[src/rtl/vx_csr_access_unit.sv]
// CSR access unit: reads the addressed CSR on accept, issues the read-modify-write
// one cycle later, and returns the old value to writeback on a valid/ready port.
module vx_csr_access_unit #(
    parameter int NUM_THREADS   = 4,
    parameter int NW_BITS       = 2,
    parameter int UUID_BITS     = 44,
    parameter int CSR_ADDR_BITS = 12,
    parameter int NR_BITS       = 5
) (
    input  logic                      clk,
    input  logic                      reset,

    // Handshakes: a transfer happens on a cycle where valid & ready are both high;
    // the producer holds valid and payload stable until that cycle.
    input  logic                      req_valid,
    output logic                      req_ready,
    input  logic [UUID_BITS-1:0]      req_uuid,
    input  logic [NW_BITS-1:0]        req_wid,
    input  logic [NUM_THREADS-1:0]    req_tmask,
    input  logic [1:0]                req_op,
    input  logic [CSR_ADDR_BITS-1:0]  req_addr,
    input  logic                      req_use_imm,
    input  logic [4:0]                req_imm,
    input  logic [31:0]               req_rs1_data,
    input  logic [NR_BITS-1:0]        req_rd,
    input  logic                      req_wb,

    output logic                      csr_read_enable,
    output logic [UUID_BITS-1:0]      csr_read_uuid,
    output logic [CSR_ADDR_BITS-1:0]  csr_read_addr,
    output logic [NW_BITS-1:0]        csr_read_wid,
    input  logic [31:0]               csr_read_data,

    output logic                      csr_write_enable,
    output logic [UUID_BITS-1:0]      csr_write_uuid,
    output logic [CSR_ADDR_BITS-1:0]  csr_write_addr,
    output logic [NW_BITS-1:0]        csr_write_wid,
    output logic [31:0]               csr_write_data,

    output logic                      rsp_valid,
    input  logic                      rsp_ready,
    output logic [UUID_BITS-1:0]      rsp_uuid,
    output logic [NW_BITS-1:0]        rsp_wid,
    output logic [NUM_THREADS-1:0]    rsp_tmask,
    output logic [NR_BITS-1:0]        rsp_rd,
    output logic                      rsp_wb,
    output logic [NUM_THREADS*32-1:0] rsp_data
);

    localparam logic [1:0] OP_RW = 2'b01;
    localparam logic [1:0] OP_RS = 2'b10;
    localparam logic [1:0] OP_RC = 2'b11;

    logic                     rsp_valid_q;
    logic                     wr_pending;
    logic [UUID_BITS-1:0]     uuid_q;
    logic [NW_BITS-1:0]       wid_q;
    logic [NUM_THREADS-1:0]   tmask_q;
    logic [CSR_ADDR_BITS-1:0] addr_q;
    logic [NR_BITS-1:0]       rd_q;
    logic                     wb_q;
    logic [31:0]              old_q;
    logic [31:0]              new_q;

    logic        fire;
    logic [31:0] src;
    logic [31:0] new_value;
    logic        write_dec;

    // A pending write stalls the next accept so any following read sees it landed.
    assign req_ready = ~reset & ~wr_pending & (~rsp_valid_q | rsp_ready);
    assign fire      = req_valid & req_ready;

    assign csr_read_enable = fire;
    assign csr_read_uuid   = req_uuid;
    assign csr_read_addr   = req_addr;
    assign csr_read_wid    = req_wid;

    assign src = req_use_imm ? {27'b0, req_imm} : req_rs1_data;

    // Illegal op 00 behaves as a set that never writes.
    always_comb begin
        new_value = csr_read_data | src;
        write_dec = 1'b0;
        case (req_op)
            OP_RW: begin
                new_value = src;
                write_dec = 1'b1;
            end
            OP_RS: write_dec = (src != 32'b0);
            OP_RC: begin
                new_value = csr_read_data & ~src;
                write_dec = (src != 32'b0);
            end
            default: write_dec = 1'b0;
        endcase
    end

    always_ff @(posedge clk) begin
        if (reset) begin
            rsp_valid_q <= 1'b0;
            wr_pending  <= 1'b0;
        end else if (fire) begin
            rsp_valid_q <= 1'b1;
            wr_pending  <= write_dec;
        end else begin
            wr_pending <= 1'b0;
            if (rsp_ready) begin
                rsp_valid_q <= 1'b0;
            end
        end
    end

    always_ff @(posedge clk) begin
        if (fire) begin
            uuid_q  <= req_uuid;
            wid_q   <= req_wid;
            tmask_q <= req_tmask;
            addr_q  <= req_addr;
            rd_q    <= req_rd;
            wb_q    <= req_wb;
            old_q   <= csr_read_data;
            new_q   <= new_value;
        end
    end

    always_ff @(posedge clk) begin
        if (!reset && fire) begin
            assert (req_op != 2'b00)
            else $error("vx_csr_access_unit: illegal CSR op 00 accepted");
        end
    end

    // Strobes are masked during reset so a write caught mid-flight is dropped.
    assign csr_write_enable = wr_pending & ~reset;
    assign csr_write_uuid   = uuid_q;
    assign csr_write_addr   = addr_q;
    assign csr_write_wid    = wid_q;
    assign csr_write_data   = new_q;

    assign rsp_valid = rsp_valid_q & ~reset;
    assign rsp_uuid  = uuid_q;
    assign rsp_wid   = wid_q;
    assign rsp_tmask = tmask_q;
    assign rsp_rd    = rd_q;
    assign rsp_wb    = wb_q;
    assign rsp_data  = {NUM_THREADS{old_q}};

endmodule

[config.mk]
export PLATFORM = sky130hd
export DESIGN_NAME = vx_csr_access_unit
export DESIGN_NICKNAME = d
export VERILOG_FILES = /design/src/rtl/vx_csr_access_unit.sv
export SDC_FILE = /design/constraint.sdc
export NUM_CORES = 1
export LEC_CHECK = 0
export CORE_AREA = 5 5 182 184
export CTS_BUF_LIST = sky130_fd_sc_hd__clkbuf_8
export CTS_CLUSTER_DIAMETER = 200
export DETAILED_ROUTE_END_ITERATION = 10
export DIE_AREA = 0 0 187 189
export DONT_BUFFER_PORTS = 1
export PLACE_DENSITY_LB_ADDON = 0.1
export REMOVE_ABC_BUFFERS = 1
export SLEW_MARGIN = 20
export SYNTH_ARGS = -nofsm -noshare
export SYNTH_HDL_FRONTEND = slang
export SYNTH_SLANG_ARGS = --single-unit
[constraint.sdc]
create_clock -name clk -period 9.7 [get_ports clk]
set_input_delay 1.94 -clock clk [delete_from_list [all_inputs] [get_ports clk]]
set_output_delay 1.94 -clock clk [all_outputs]
set_load 0.02 [all_outputs]
; After elaboration in Yosys (flattened, before gate mapping)
; Index checks and enable logic that the tools add are counted.
[word_totals]
regBits = 134
out_inout_bits = 336
elab_cells = 35
[op_classes]
eq_ne = 3
muxes = 5
n_bitwise = 13
n_reduce_logical = 4
[op_table]
columns = cell, n
row1 = $pmux 32 s2, 1
row2 = $and 32x32->32, 1
row3 = $mux 32, 1
row4 = $not 32->32, 1
row5 = $or 32x32->32, 1
row6 = $reduce_bool 32->1, 1
row7 = $and 1x1->1, 5
row8 = $eq 2x2->1 const B, 2
row9 = $not 1->1, 4
row10 = $reduce_or 2->1, 2
row11 = $eq 2x1->1 const B, 1
row12 = $mux 1, 2
row13 = $pmux 1 s2, 1
row14 = $reduce_bool 2->1, 1
row15 = $or 1x1->1, 1

; Depth between registers and ports, before layout
[logic_depth]
word_depth = 6
ltp_mapped = 5

; Worst setup path after synthesis
; OpenSTA, ideal clock, no wires.
[synth_timing]
kind = input-to-output
startpoint = input rsp_ready
endpoint = output csr_read_enable
arrival_ns = 4.461
t_required_ns = 7.760
setup_slack_ns = 3.299
path_stages = 3
n_path_buf = 0
cell_sequence = inv_1 -> a211oi_1 -> and2_2
[synth_between]
elab_chain_len = 3
[synth_rtl]
columns = element, line_no
row1 = from (decl), 41  ; input logic rsp_ready,
row2 = $or 1x1->1, 71  ; assign req_ready = ~reset & ~wr_pending & (~rsp_valid_q | rsp_ready);
row3 = $and 1x1->1, 71
row4 = net req_ready, 16  ; output logic req_ready,
row5 = $and 1x1->1, 72  ; assign fire = req_valid & req_ready;
row6 = to (decl), 28  ; output logic csr_read_enable,
; The timed path passes the listed nets, and every way through them passes these cells.

; Worst setup path in the final report
; Ends and elaborated chain as after synthesis.

==> results.cfg <==
[placement]
post-dp-hpwl_um = 15420
numPortBuffers = 0
place_ws_ns = 4.606
globalplace.congestion = 0.7422

[routing]
vias_per_cell = 3.830
drt-initial-drc-count = 126
drc = 0
wire_per_inst_um = 28.02
dr_total_vias = 2765
wl_um = 20230
dr.pass1.iters = 4
ant_nets = 0

[yosys]
syn_area_per_cell_um2 = 13.23
synth-compound-area-share = 0.03407
synth_cells = 497
ys_ff_latch = 134
synthDominantCellAreaShare = 0.6030
synth_cell_types = 31
ys.warnings.count = 0
synth_top_family_by_area = buffers and inverters
syn_area_mm2 = 0.006574
synth_top_area_cell = edfxtp_1
synthXorXnorAreaFrac = 0.04263
synth-simple-area-share = 0.06129
seq_area_frac_synth = 0.6091
synth_area_leaders = edfxtp_1 (60%), buf_4 (23%), xnor2_1 (3.6%), a21oi_1 (2.1%), nor2b_1 (2.0%)
synth_mux_area_frac = 0.007613
synth_fa_ha_area_frac = 0

[sta]
post-route-period-util = 0.5245
max_slew.worst_pin.slew_ns = 0.8798
period_minus_slack_ns = 5.088
hold_viol = 0
setup_violations = 0
slew_headroom = 0.4147
holdWs_ns = 0.7730
setup-tns-final_ns = 0
rsz0062_at_grt = false
finClkSkew_ns = 0.01298
fmax_mhz = 196.5
fin_ws_ns = 4.612
drv_slew = 0

[worst_setup_path]
worstSetupStartpointType = primary input
path_class = primary input to primary output
crit_path_end_kind = primary output
arrival_ns = 3.15
cp_max_fo = 17
required_ns = 7.76

[cts]
clk_latency_ns = 0.44
clk_path_buf_depth = 2
cts_tree = done
cts_sinks = 134
clkTransAtPathRegs_ns = 0.08
cts_made_buffers = 17
cts-resized-gates = 0
cts-root-buf = clkbuf_8
hold_buffers = 0
h-tree-depth = 4
post_cts_buffers = 0

[global_route]
grt_overflow = 0
grt_first_pass_wirelength_um = 27330
antenna_found_initial = 8
grt_max_degree = 62
track_usage = 0.1109
grt_pass1_vias = 3139

[pwr]
leakagePower_uw = 0.001806
p_sw_uw = 365.3
p_seq_frac = 0.582
ir_worst_vdd_uv = 69.95
pwr_density_cell_mw_per_mm2 = 222.4
comb_power_share = 0.040
internal_power_uw = 946.9
netSwitchingFraction = 0.2784
power_frac_clock = 0.378

[finish]
drive_above_1_share = 0.1195
layout.nets = 450
nFillCells = 3386
area_growth_pct = -10.24
final_util = 0.1889

[floorplan]
io-pin-count = 480
die-height_um = 189
rows = 65
core_mm2 = 0.03123
dieArea_mm2 = 0.03534
initial_core_util = 0.2105
die_w_um = 187

[job]
maxCapViolations = 0

[status]
status = complete, no violations

[worst_hold_path]
holdCritPathClass = register to register
## cell type report
type	count	area (um2)	share of cell area
Tap cell	402	503.0	0.08524
Sequential cell	134	4004	0.6785
Clock buffer	17	234.0	0.03965
Multi-Input combinational cell	146	958.4	0.1624
Clock inverter	14	162.7	0.02757
Timing Repair Buffer	2	15.01	0.002545
Antenna cell	2	5.005	0.0008482
Inverter	5	18.77	0.003181
## kinds of logic (layout without fill, tap and decap cells)
group,count (synthesis),count (layout)
other,0,2
AND/OR/NAND/NOR,71,71
buffers and inverters,217,38
XOR/XNOR,32,32
flip-flops,134,134
AO/OA/AOI/OAI,38,38
multiplexers,5,5
## cells in the mapped netlist
library cell / count
buf_4: 201
a2bb2oi_1: 1
buf_2: 1
o221a_1: 1
buf_8: 1
a211oi_1: 1
nand4_1: 2
nor2b_1: 21
clkbuf_8: 1
clkbuf_1: 5
nor3b_1: 1
and2b_2: 3
xor2_1: 5
a21oi_1: 28
a22oi_1: 4
a21o_1: 1
dfxtp_1: 2
and2_2: 1
buf_6: 2
clkdlybuf4s25_2: 1
and2b_1: 6
mux2i_1: 5
a41o_2: 1
inv_1: 5
o211ai_1: 1
nor2_1: 28
xnor2_1: 27
edfxtp_1: 132
nor4_4: 1
nor3_1: 3
nor4_1: 5
## flip-flops by register name, summed over array words and instances, names as in the netlist
signal,flops
csr_write_uuid,44
csr_write_data,32
old_q,32
csr_write_addr,12
rsp_rd,5
rsp_tmask,4
csr_write_wid,2
rsp_valid_q,1
rsp_wb,1
wr_pending,1
## stage by stage
stage	instances	total power (uW)	area, um2
6_report	722	1312	5901
5_1_grt	721	1376	5898
4_1_cts	720	1345	5896
3_5_place_dp	689	833.2	5499
3_3_place_gp	689	832.3	5499
2_1_floorplan	285	808.0	4980
## final timing paths
| kind | from | to | slack, ns | depth (start not counted) |
|---|---|---|---|---|
| setup / recovery | rsp_ready | csr_read_enable | 4.61 | 3 |
| setup reg to reg | rsp_valid_q$_SDFFE_PP0P_ | csr_write_uuid[6]$_DFFE_PP_ | 7.08 | 3 |
| hold / removal | rsp_valid_q$_SDFFE_PP0P_ | rsp_valid_q$_SDFFE_PP0P_ | 0.77 | 2 |
| hold reg to reg | rsp_valid_q$_SDFFE_PP0P_ | rsp_valid_q$_SDFFE_PP0P_ | 0.77 | 2 |
## critical path: stages
cell,delay [ns]
inv_1,0.03
a211oi_1,0.69
and2_4,0.48
## cell usage in the layout (no fill, tap or decap), types with 4 or more instances in the layout
cell type  Yosys  final
inv_1          5      6
xnor2_1       27     27
nor4_1         5      5
a22oi_1        4      4
nor2b_1       21     21
mux2i_1        5      5
edfxtp_1     132    132
clkinv_2       0      4
a21oi_1       28     28
clkbuf_8       1     17
xor2_1         5      5
nor2_1        28     28
and2b_1        6      6
## metal layers
layer,up-vias,track usage,wire (um),part of all wire
li1,1115,-,-,-
met1,1338,0.09990,6554,0.32
met2,282,0.1969,10540,0.52
met3,20,0.07725,2799,0.14
met4,10,0.03868,282,0.014
met5,-,0,56,0.0028
## power by group through the flow
| stage | logic, uW | registers (uW) | clock network (uW) |
|---|---|---|---|
| global placement | 53.3 | 779 | 0 |
| CTS | 54.9 | 765 | 524 |
| floorplan | 43.3 | 765 | 0 |
| detailed placement | 55.2 | 778 | 0 |
| global route | 60.1 | 768 | 548 |
| finish | 53.1 | 763 | 496 |
Power figures use the tool's default switching activity.
